--- config.mk ---
export PLATFORM = sky130hd
export DESIGN_NAME = monster_scheduler
export DESIGN_NICKNAME = d
export VERILOG_FILES = /design/src/rtl/monster_scheduler.sv
export SDC_FILE = /design/constraint.sdc
export NUM_CORES = 1
export LEC_CHECK = 0
export BUFFER_PORTS_ARGS = -buffer_cell sky130_fd_sc_hd__buf_2
export CAP_MARGIN = 40
export CORE_MARGIN = 4
export CORE_UTILIZATION = 40
export DETAILED_ROUTE_END_ITERATION = 8
export PLACE_DENSITY_LB_ADDON = 0.1
export REMOVE_ABC_BUFFERS = 1
export SYNTH_ARGS = -nofsm -noshare
export SYNTH_HDL_FRONTEND = slang
export SYNTH_SLANG_ARGS = --single-unit
--- constraint.sdc ---
create_clock -name Clk -period 3.4 [get_ports Clk]
set_input_delay 0.17 -clock Clk [delete_from_list [all_inputs] [get_ports Clk]]
set_output_delay 0.17 -clock Clk [all_outputs]
set_load 0.01 [all_outputs]
--- src/rtl/monster_scheduler.sv ---
// ============================================================================
// Module   : monster_scheduler
// Purpose  : Spawns/attacks tunnel monsters, tracks score and lives, runs the
//            IDLE/PLAY/OVER game state machine for the spaceship display.
// Revision : 1.0  initial release
// ============================================================================
`default_nettype none

module monster_scheduler #(
  parameter int         SPAWN_TICKS  = 120,
  parameter int         ATTACK_TICKS = 300,
  parameter int         LIVES_INIT   = 3,
  parameter logic [7:0] LFSR_SEED    = 8'hA5
) (
  input  logic       Clk,
  input  logic       Reset,
  input  logic       tick,
  input  logic       start,
  input  logic       top_hit,
  input  logic       btm_hit,
  output logic       top_monster_ctrl,
  output logic       btm_monster_ctrl,
  output logic       top_broken,
  output logic       btm_broken,
  output logic [7:0] score,
  output logic [1:0] lives,
  output logic       game_over,
  output logic [1:0] state
);

  typedef enum logic [1:0] {
    S_IDLE = 2'd0,
    S_PLAY = 2'd1,
    S_OVER = 2'd2
  } t_state;

  localparam logic [9:0] c_SPAWN_LAST  = 10'(SPAWN_TICKS - 1);
  localparam logic [9:0] c_ATTACK_LAST = 10'(ATTACK_TICKS - 1);
  localparam logic [1:0] c_LIVES_INIT  = 2'(LIVES_INIT);

  t_state     r_state;
  logic [7:0] r_lfsr;
  logic [9:0] r_spawn_cnt;
  logic [9:0] r_top_att;
  logic [9:0] r_btm_att;

  logic       w_top_hit, w_btm_hit;
  logic       w_top_exp, w_btm_exp;
  logic [1:0] w_lose, w_gain;
  logic [1:0] w_lives_nxt;
  logic [8:0] w_score_sum;
  logic [7:0] w_score_nxt;
  logic       w_attempt, w_spawn_ok;
  logic       w_spawn_top, w_spawn_btm;
  logic       w_fb;

  assign state = r_state;

  // A hit on a live monster beats an expiry landing in the same cycle.
  assign w_top_hit = top_hit & top_monster_ctrl;
  assign w_btm_hit = btm_hit & btm_monster_ctrl;
  assign w_top_exp = tick & top_monster_ctrl & (r_top_att == c_ATTACK_LAST) & ~w_top_hit;
  assign w_btm_exp = tick & btm_monster_ctrl & (r_btm_att == c_ATTACK_LAST) & ~w_btm_hit;

  assign w_lose      = {1'b0, w_top_exp} + {1'b0, w_btm_exp};
  assign w_gain      = {1'b0, w_top_hit} + {1'b0, w_btm_hit};
  assign w_lives_nxt = (lives > w_lose) ? (lives - w_lose) : 2'd0;
  assign w_score_sum = {1'b0, score} + {7'd0, w_gain};
  assign w_score_nxt = w_score_sum[8] ? 8'hFF : w_score_sum[7:0];

  // Lanes being hit or expiring this cycle still count as occupied.
  assign w_attempt   = tick & (r_spawn_cnt == c_SPAWN_LAST);
  assign w_spawn_ok  = w_attempt & (w_lives_nxt != 2'd0);
  assign w_spawn_top = w_spawn_ok & (r_lfsr[0] ? (btm_monster_ctrl & ~top_monster_ctrl)
                                               : ~top_monster_ctrl);
  assign w_spawn_btm = w_spawn_ok & (r_lfsr[0] ? ~btm_monster_ctrl
                                               : (top_monster_ctrl & ~btm_monster_ctrl));

  assign w_fb = r_lfsr[7] ^ r_lfsr[5] ^ r_lfsr[4] ^ r_lfsr[3];

  always_ff @(posedge Clk or negedge Reset) begin
    if (!Reset) begin
      r_state          <= S_IDLE;
      r_lfsr           <= LFSR_SEED;
      r_spawn_cnt      <= '0;
      r_top_att        <= '0;
      r_btm_att        <= '0;
      top_monster_ctrl <= 1'b0;
      btm_monster_ctrl <= 1'b0;
      top_broken       <= 1'b0;
      btm_broken       <= 1'b0;
      score            <= '0;
      lives            <= '0;
      game_over        <= 1'b0;
    end else begin
      r_lfsr     <= {r_lfsr[6:0], w_fb};
      top_broken <= 1'b0;
      btm_broken <= 1'b0;
      case (r_state)
        S_IDLE: begin
          if (start) begin
            r_state          <= S_PLAY;
            lives            <= c_LIVES_INIT;
            score            <= '0;
            r_spawn_cnt      <= '0;
            r_top_att        <= '0;
            r_btm_att        <= '0;
            top_monster_ctrl <= 1'b0;
            btm_monster_ctrl <= 1'b0;
          end
        end
        S_PLAY: begin
          if (lives == 2'd0) begin
            r_state          <= S_OVER;
            game_over        <= 1'b1;
            top_monster_ctrl <= 1'b0;
            btm_monster_ctrl <= 1'b0;
          end else begin
            lives      <= w_lives_nxt;
            score      <= w_score_nxt;
            top_broken <= w_top_exp;
            btm_broken <= w_btm_exp;
            if (tick)
              r_spawn_cnt <= (r_spawn_cnt == c_SPAWN_LAST) ? 10'd0 : r_spawn_cnt + 10'd1;

            if (w_spawn_top) begin
              top_monster_ctrl <= 1'b1;
              r_top_att        <= '0;
            end else if (w_top_hit || w_top_exp) begin
              top_monster_ctrl <= 1'b0;
              r_top_att        <= '0;
            end else if (tick && top_monster_ctrl) begin
              r_top_att <= r_top_att + 10'd1;
            end

            if (w_spawn_btm) begin
              btm_monster_ctrl <= 1'b1;
              r_btm_att        <= '0;
            end else if (w_btm_hit || w_btm_exp) begin
              btm_monster_ctrl <= 1'b0;
              r_btm_att        <= '0;
            end else if (tick && btm_monster_ctrl) begin
              r_btm_att <= r_btm_att + 10'd1;
            end
          end
        end
        S_OVER: begin
          if (start) begin
            r_state   <= S_IDLE;
            game_over <= 1'b0;
            score     <= '0;
            lives     <= '0;
          end
        end
        default: r_state <= S_IDLE;
      endcase
    end
  end

endmodule

`default_nettype wire
* After elaboration in Yosys (flattened, before gate mapping)
Cells that the tools add are included.
** Storage, ports and cells
- Bits in registers :: 55
- Output and inout port bits :: 17
- Word-level logic and storage cells :: 121
** Operators by class
- Add/subtract/negate cells :: 7
- $lt $le $gt $ge :: 1
- Eq/ne operators :: 15
- Mux-type cells :: 44
- Bitwise gates (word level) :: 21
- Reduce and logical (&&, ||, !) cells :: 21
** Operators with widths (number)
- two-way mux 10 bit :: 12
- case mux 10 bit (2 select lines) :: 3
- adder 10 x 1 -> 10 bit, second input constant :: 3
- two-way mux 8 bit :: 3
- equality test 10 x 9 -> 1 bit, second input constant :: 2
- != test 4 bit, second input constant :: 4
- case mux 8 bit (2 select lines) :: 1
- AND reduction 4 bit :: 4
- AND reduction 3 bit :: 5
- AND 1 bit :: 14
- two-way mux 1 bit :: 14
- two-way mux 2 bit :: 6
- case mux 2 bit (3 select lines) :: 2
- equality test 10 x 7 -> 1 bit, second input constant :: 1
- != test 2 bit, second input constant :: 5
- adder 8 x 2 -> 9 bit :: 1
- nonzero test 2 bit :: 4
- case mux 1 bit (2 select lines) :: 3
- adder 1 x 1 -> 2 bit :: 2
- zero test 2 bit :: 2
- NOT 1 bit :: 4
- nonzero test 3 bit :: 1
- XOR 1 bit :: 3
- equality test 2 x 1 -> 1 bit, second input constant :: 1
- other kinds (7) :: 9

* Depth between registers and ports, before layout
- Word-level depth :: 12
- Gate-level depth with buffers :: 13

* Worst setup path before layout
Ideal clock, no wire load.
- Kind :: flip-flop to flip-flop
- Start point :: reg r_btm_att[2]
- End point :: reg r_top_att[0]
- Library setup time :: 125 ps
- Arrival :: 3606 ps
- Data required time :: 3275 ps
- Slack :: -331 ps
- Stages on the path, launching flop included :: 13
- Path buffers :: 0
- Clock period less this slack :: 3731 ps
- Path through :: dfrtp_1 or4b_2 nor3_1 and2_1 ha_1 ha_1 inv_1 fa_1 or2b_2 a2111oi_4 nand2_4 a31o_1 mux2_4
** Between the ends
- Longest elaborated chain between the ends :: 12
** Ends and longest elaborated chain
- start: declaration :: RTL line 45 : logic [9:0] r_btm_att;
- start signal: assignment :: RTL line 143 : r_btm_att <= r_btm_att + 10'd1;
- equality test 10 x 9 -> 1 bit (*) :: RTL line 63 : assign w_btm_exp = tick & btm_monster_ctrl & (r_btm_att == c_ATTACK_LAST) & ~w_btm_hit;
- AND 1 bit (*) (2 in a row) :: RTL line 63
- adder 1 x 1 -> 2 bit (*) :: RTL line 65 : assign w_lose = {1'b0, w_top_exp} + {1'b0, w_btm_exp};
- subtractor 2 bit or greater-than comparator 2 bit (tied branches) :: RTL line 67 : assign w_lives_nxt = (lives > w_lose) ? (lives - w_lose) : 2'd0;
- two-way mux 2 bit (*) :: RTL line 67
- nonzero test 2 bit (*) :: RTL line 73 : assign w_spawn_ok = w_attempt & (w_lives_nxt != 2'd0);
- AND 1 bit (*) :: RTL line 73
- AND 1 bit (*) :: RTL line 74 : assign w_spawn_top = w_spawn_ok & (r_lfsr[0] ? (btm_monster_ctrl & ~top_monster_ctrl)
- two-way mux 10 bit :: RTL line 126 : if (w_spawn_top) begin
- two-way mux 10 bit :: RTL line 113 : if (lives == 2'd0) begin
- case mux 10 bit (2 select lines) :: RTL line 99 : case (r_state)
- end signal: assignment :: RTL line 133 : r_top_att <= r_top_att + 10'd1;
- end: declaration :: RTL line 44 : logic [9:0] r_top_att;
Every way passes the cells marked *; elsewhere a longest branch is shown, timed or not. The select of a mux whose other input is x is not followed.
A chain may end at the register's enable or synchronous reset.

* Final worst setup path
- Start point :: reg r_top_att[6]
- End point :: reg r_top_att[0]
** Between the ends
- Longest elaborated chain between the ends :: 12
** Ends and longest elaborated chain
- equality test 10 x 9 -> 1 bit (*) :: RTL line 62 : assign w_top_exp = tick & top_monster_ctrl & (r_top_att == c_ATTACK_LAST) & ~w_top_hit;
- AND 1 bit (*) (2 in a row) :: RTL line 62
- adder 1 x 1 -> 2 bit :: RTL line 65
- subtractor 2 bit or greater-than comparator 2 bit (tied branches) :: RTL line 67
- two-way mux 2 bit :: RTL line 67
- nonzero test 2 bit :: RTL line 73
- AND 1 bit :: RTL line 73
- AND 1 bit :: RTL line 74
- two-way mux 10 bit :: RTL line 126
- two-way mux 10 bit :: RTL line 113
- case mux 10 bit (2 select lines) :: RTL line 99
Marked as above.

==> metrics.txt <==
# TYPE chip_impl_metric gauge
chip_impl_info{name="synth_flop_cell",value="sky130_fd_sc_hd__dfrtp_1"} 1
chip_impl_info{name="critical-path-top-cell-by-count",value="sky130_fd_sc_hd__ha_1"} 1
chip_impl_metric{name="net_switching_power",unit="uW"} 970
chip_impl_metric{name="synth_enable_flop_cells",unit=""} 0
chip_impl_info{name="holdCritPathClass",value="input pin to flip-flop"} 1
chip_impl_metric{name="pwr_density_cell",unit="nW/um2"} 601
chip_impl_metric{name="fin_crit_sh",unit=""} 1.06
chip_impl_metric{name="groute.layer.met3.usage",unit=""} 0.0319
chip_impl_metric{name="clock_tree.buffer_depth",unit=""} 2
chip_impl_metric{name="cp_num_cells",unit=""} 13
chip_impl_metric{name="grt_util_met2",unit=""} 0.263
chip_impl_metric{name="clkTransAtPathRegs",unit="ns"} 0.10
chip_impl_metric{name="clk_latency",unit="ns"} 0.32
chip_impl_metric{name="fp-row-count",unit=""} 31
chip_impl_metric{name="setup_viol_count_final",unit=""} 20
chip_impl_metric{name="vias_per_cell",unit=""} 5.37
chip_impl_metric{name="sequentialPowerShare",unit=""} 0.354
chip_impl_metric{name="pin_count",unit=""} 23
chip_impl_metric{name="power.static_leakage",unit="nW"} 1.74
chip_impl_metric{name="ff2ff_path_depth",unit=""} 13
chip_impl_metric{name="met1_usage",unit=""} 0.235
chip_impl_metric{name="post_syn_area_per_cell",unit="um2"} 9.56
chip_impl_info{name="cp-end-kind",value="flip-flop"} 1
chip_impl_info{name="setup_repair_after_global_routing_missed_its_margin",value="true"} 1
chip_impl_info{name="violations",value="setup timing"} 1
chip_impl_metric{name="routability_congestion",unit=""} 0.803
chip_impl_metric{name="worstMarginPinSlew",unit="ns"} 0.769
chip_impl_metric{name="overflow",unit=""} 0
chip_impl_metric{name="ant_nets",unit=""} 0
chip_impl_info{name="yosys-top-cells-area",value="sky130_fd_sc_hd__dfrtp_1 42%, sky130_fd_sc_hd__o21ai_0 4.0%, sky130_fd_sc_hd__a22o_1 3.8%, sky130_fd_sc_hd__dfstp_2 3.5%, sky130_fd_sc_hd__nand2_1 3.4%"} 1
chip_impl_info{name="worst_path_dominant_cell_family",value="simple AND/OR/NAND/NOR gates"} 1
chip_impl_metric{name="area.growth.synth_to_final",unit="%"} 25.1
chip_impl_metric{name="first_pass_grt_wire_length",unit="um"} 11800
chip_impl_metric{name="synth-async-reset-ratio",unit=""} 1.00
chip_impl_metric{name="core",unit="um2"} 7290
chip_impl_metric{name="die_w",unit="um"} 94.8
chip_impl_metric{name="syn-instance-count",unit=""} 315
chip_impl_metric{name="wp_data_required",unit="ns"} 3.60
chip_impl_metric{name="drt_iter0_drc",unit=""} 117
chip_impl_metric{name="final.setup_skew",unit="ns"} 0.00873
chip_impl_metric{name="clkSinkCount",unit=""} 55
chip_impl_metric{name="postLayoutCoreUtil",unit=""} 0.517
chip_impl_metric{name="drv_cap",unit=""} 0
chip_impl_metric{name="nNetsFinal",unit=""} 390
chip_impl_metric{name="place.detailed.instances",unit=""} 462
chip_impl_metric{name="worst_ir_drop_vdd",unit="V"} 0.000265
chip_impl_metric{name="cts_inserted_buffers",unit=""} 5
chip_impl_info{name="outcome",value="complete, but fails checks"} 1
chip_impl_info{name="critPathSlowestCell",value="sky130_fd_sc_hd__fa_1"} 1
chip_impl_metric{name="die_boundary_height",unit="um"} 94.8
chip_impl_metric{name="initial_utilization",unit=""} 0.413
chip_impl_info{name="critPathKind",value="flip-flop to flip-flop"} 1
chip_impl_metric{name="slew-limit-headroom",unit=""} 0.485
chip_impl_metric{name="area_of_the_die",unit="um2"} 8980
chip_impl_metric{name="drive_gt1_frac",unit=""} 0.303
chip_impl_metric{name="yosysSeqAreaShare",unit=""} 0.459
chip_impl_metric{name="portBuffers",unit=""} 22
chip_impl_metric{name="maxSlewViolCount",unit=""} 0
chip_impl_metric{name="instances_no_fill",unit=""} 475
chip_impl_info{name="cts_tree",value="built"} 1
chip_impl_metric{name="cp_num_buf_inv",unit=""} 2
chip_impl_metric{name="synth_top_cell_area_share",unit=""} 0.424
chip_impl_metric{name="first_pass_iters",unit=""} 5
chip_impl_metric{name="synth.ff_latch_count",unit=""} 55
chip_impl_info{name="ctsRootBufferMaster",value="sky130_fd_sc_hd__clkbuf_8"} 1
chip_impl_info{name="timing.critical_path.from_type",value="flip-flop"} 1
chip_impl_metric{name="post-route-min-period",unit="ns"} 3.60
chip_impl_metric{name="wire_per_inst",unit="um"} 14.7
chip_impl_metric{name="route.vias.total",unit=""} 2551
chip_impl_metric{name="drc",unit=""} 0
chip_impl_metric{name="netlist-cell-type-count",unit=""} 61
chip_impl_info{name="yosys.area.top_type",value="sky130_fd_sc_hd__dfrtp_1"} 1
chip_impl_metric{name="ctsHtreeMaxLevel",unit=""} 2
chip_impl_metric{name="worst_setup_slack_after_placement",unit="ns"} -0.376
chip_impl_metric{name="power_frac_comb",unit=""} 0.477
chip_impl_metric{name="internal_power",unit="mW"} 1.29
chip_impl_metric{name="worst_endpoint_data_arrival_time",unit="ns"} 3.80
chip_impl_metric{name="globalRouteTotalUtil",unit=""} 0.166
chip_impl_metric{name="first_global_vias",unit=""} 2408
chip_impl_metric{name="final_critical_path_setup_slack",unit="ns"} -0.198
chip_impl_metric{name="yosys_warnings",unit=""} 0
chip_impl_metric{name="critPathMaxFanout",unit=""} 5
chip_impl_metric{name="route.final.wire_length",unit="um"} 7000
chip_impl_info{name="cp_cell_sequence",value="or3b_4, or4_4, a21oi_2, ha_1, ha_1, inv_1, fa_1, or2b_4, a2111oi_4, buf_6, nand2_4, a31o_1, mux2_4"} 1
chip_impl_metric{name="critical_path.max_stage_delay",unit="ns"} 0.49
chip_impl_metric{name="antenna_found_initial",unit=""} 0
chip_impl_metric{name="report.power.total",unit="mW"} 2.26
chip_impl_metric{name="power.switching_fraction",unit=""} 0.429
chip_impl_metric{name="hold-worst-slack",unit="ns"} 0.111
chip_impl_metric{name="min_delay_path_depth",unit=""} 2
chip_impl_metric{name="timing_hold_violations_final",unit=""} 0
chip_impl_metric{name="antenna-diode-count",unit=""} 0
chip_impl_info{name="globalRoute.busiestLayer",value="met2"} 1
chip_impl_metric{name="synth.cell_area",unit="um2"} 3010
chip_impl_metric{name="max_freq",unit="MHz"} 278
chip_impl_metric{name="largest_net_degree_at_the_start_of_global_routing",unit=""} 32
chip_impl_metric{name="dp.final_hpwl",unit="um"} 5030
chip_impl_metric{name="power_frac_clock",unit=""} 0.169
## kinds of logic after synthesis
group | synth area share
buffers and inverters | 0.0436
multiplexers | 0.0187
AND/OR/NAND/NOR | 0.222
XOR/XNOR | 0.0233
flip-flops | 0.459
AO/OA/AOI/OAI | 0.191
adder cells (fa/ha/maj) | 0.0424
## state kept, by name (all words and copies together), names as in the netlist
register / flops
r_lfsr: 8
score: 8
r_spawn_cnt: 10
top_monster_ctrl: 1
btm_broken: 1
state: 2
top_broken: 1
btm_monster_ctrl: 1
r_btm_att: 10
lives: 2
game_over: 1
r_top_att: 10
## path summary, 6_finish.rpt
kind	start	to	slack, ns
worst max register to register	r_top_att[6]	r_top_att[0]	-0.20
worst min register to register	r_lfsr[6]	r_lfsr[7]	0.37
worst min-delay path	start	state[1]	0.11
max in group asynchronous	Reset	r_top_att[0]	2.17
worst max-delay path	r_top_att[6]	r_top_att[0]	-0.20
min in group asynchronous	Reset	score[4]	0.43
## cells in the mapped netlist, types with 2 or more instances
cell type,number
sky130_fd_sc_hd__nand4_1,7
sky130_fd_sc_hd__nor4_1,6
sky130_fd_sc_hd__clkbuf_1,6
sky130_fd_sc_hd__dfstp_2,4
sky130_fd_sc_hd__and2_1,3
sky130_fd_sc_hd__a21oi_1,15
sky130_fd_sc_hd__nand3_1,15
sky130_fd_sc_hd__xnor2_1,2
sky130_fd_sc_hd__ha_1,7
sky130_fd_sc_hd__nand2b_1,7
sky130_fd_sc_hd__nor2b_1,2
sky130_fd_sc_hd__a31o_2,2
sky130_fd_sc_hd__dfrtp_1,51
sky130_fd_sc_hd__a22o_1,13
sky130_fd_sc_hd__a21o_1,5
sky130_fd_sc_hd__or3_1,3
sky130_fd_sc_hd__nor2_1,19
sky130_fd_sc_hd__mux2i_1,3
sky130_fd_sc_hd__fa_1,2
sky130_fd_sc_hd__nand2_1,27
sky130_fd_sc_hd__o22ai_1,10
sky130_fd_sc_hd__xor2_1,6
sky130_fd_sc_hd__a31oi_1,3
sky130_fd_sc_hd__o21ai_0,24
sky130_fd_sc_hd__or2_2,3
sky130_fd_sc_hd__and3_1,6
sky130_fd_sc_hd__nor3_1,10
sky130_fd_sc_hd__inv_1,21
## final cells by class
| type | count | area (um2) |
|---|---|---|
| flip-flops and latches | 55 | 1380 |
| repair buffers | 62 | 440 |
| multi-input cells | 229 | 1640 |
| clock buffers | 5 | 68.8 |
| fillers | 708 | 3520 |
| clock inverters | 3 | 27.5 |
| well taps | 99 | 124 |
| inverters | 22 | 82.6 |
## metal layers
layer | share of wire | up-vias
met5 | 0 | -
met4 | 0.0073 | 0
met3 | 0.036 | 5
met2 | 0.46 | 52
met1 | 0.49 | 1234
li1 | - | 1260
## power groups by stage
stage / clock network (mW) / logic, mW / registers (mW)
after CTS: 0.404 / 0.982 / 0.800
after floorplan: 0 / 0.568 / 0.812
after detailed placement: 0 / 0.927 / 0.813
after global placement: 0 / 0.910 / 0.814
final: 0.384 / 1.08 / 0.801
after global routing: 0.426 / 1.19 / 0.816
## stage by stage
stage | cell area [um2] | TNS (ns)
2_1_floorplan | 2960 | -5.32
3_3_place_gp | 3460 | -5.54
3_5_place_dp | 3460 | -6.13
4_1_cts | 3630 | -4.47
5_1_grt | 3770 | -5.39
6_report | 3770 | -2.96
## timing repair
action                                 in CTS  in global routing
pin swaps                                  15                 17
gates resized for setup                    17                 25
hold buffers                                1                  0
buffers inserted                            1                  4
endpoints found under the hold margin      26                  0
setup endpoints to repair                  22                 22
## cells in the final DEF, fill, tap and decap left out, types with 3 or more instances in the layout
master and count:
sky130_fd_sc_hd__a21o_1 5, sky130_fd_sc_hd__a21oi_1 10, sky130_fd_sc_hd__a21oi_2 5, sky130_fd_sc_hd__a22o_1 13
sky130_fd_sc_hd__and3_1 6, sky130_fd_sc_hd__buf_2 22, sky130_fd_sc_hd__buf_4 34, sky130_fd_sc_hd__buf_6 4
sky130_fd_sc_hd__clkbuf_8 5, sky130_fd_sc_hd__dfrtp_1 51, sky130_fd_sc_hd__dfstp_2 4, sky130_fd_sc_hd__ha_1 6
sky130_fd_sc_hd__inv_1 21, sky130_fd_sc_hd__mux2i_1 3, sky130_fd_sc_hd__nand2_1 26, sky130_fd_sc_hd__nand2b_1 7
sky130_fd_sc_hd__nand3_1 13, sky130_fd_sc_hd__nand4_1 7, sky130_fd_sc_hd__nor2_1 19, sky130_fd_sc_hd__nor3_1 8
sky130_fd_sc_hd__nor4_1 6, sky130_fd_sc_hd__o21ai_0 17, sky130_fd_sc_hd__o21ai_1 3, sky130_fd_sc_hd__o21ai_2 5
sky130_fd_sc_hd__o22ai_1 9, sky130_fd_sc_hd__or2_2 3, sky130_fd_sc_hd__or3_1 3, sky130_fd_sc_hd__xor2_1 6
No activity file was read; power rests on OpenSTA's default activity.
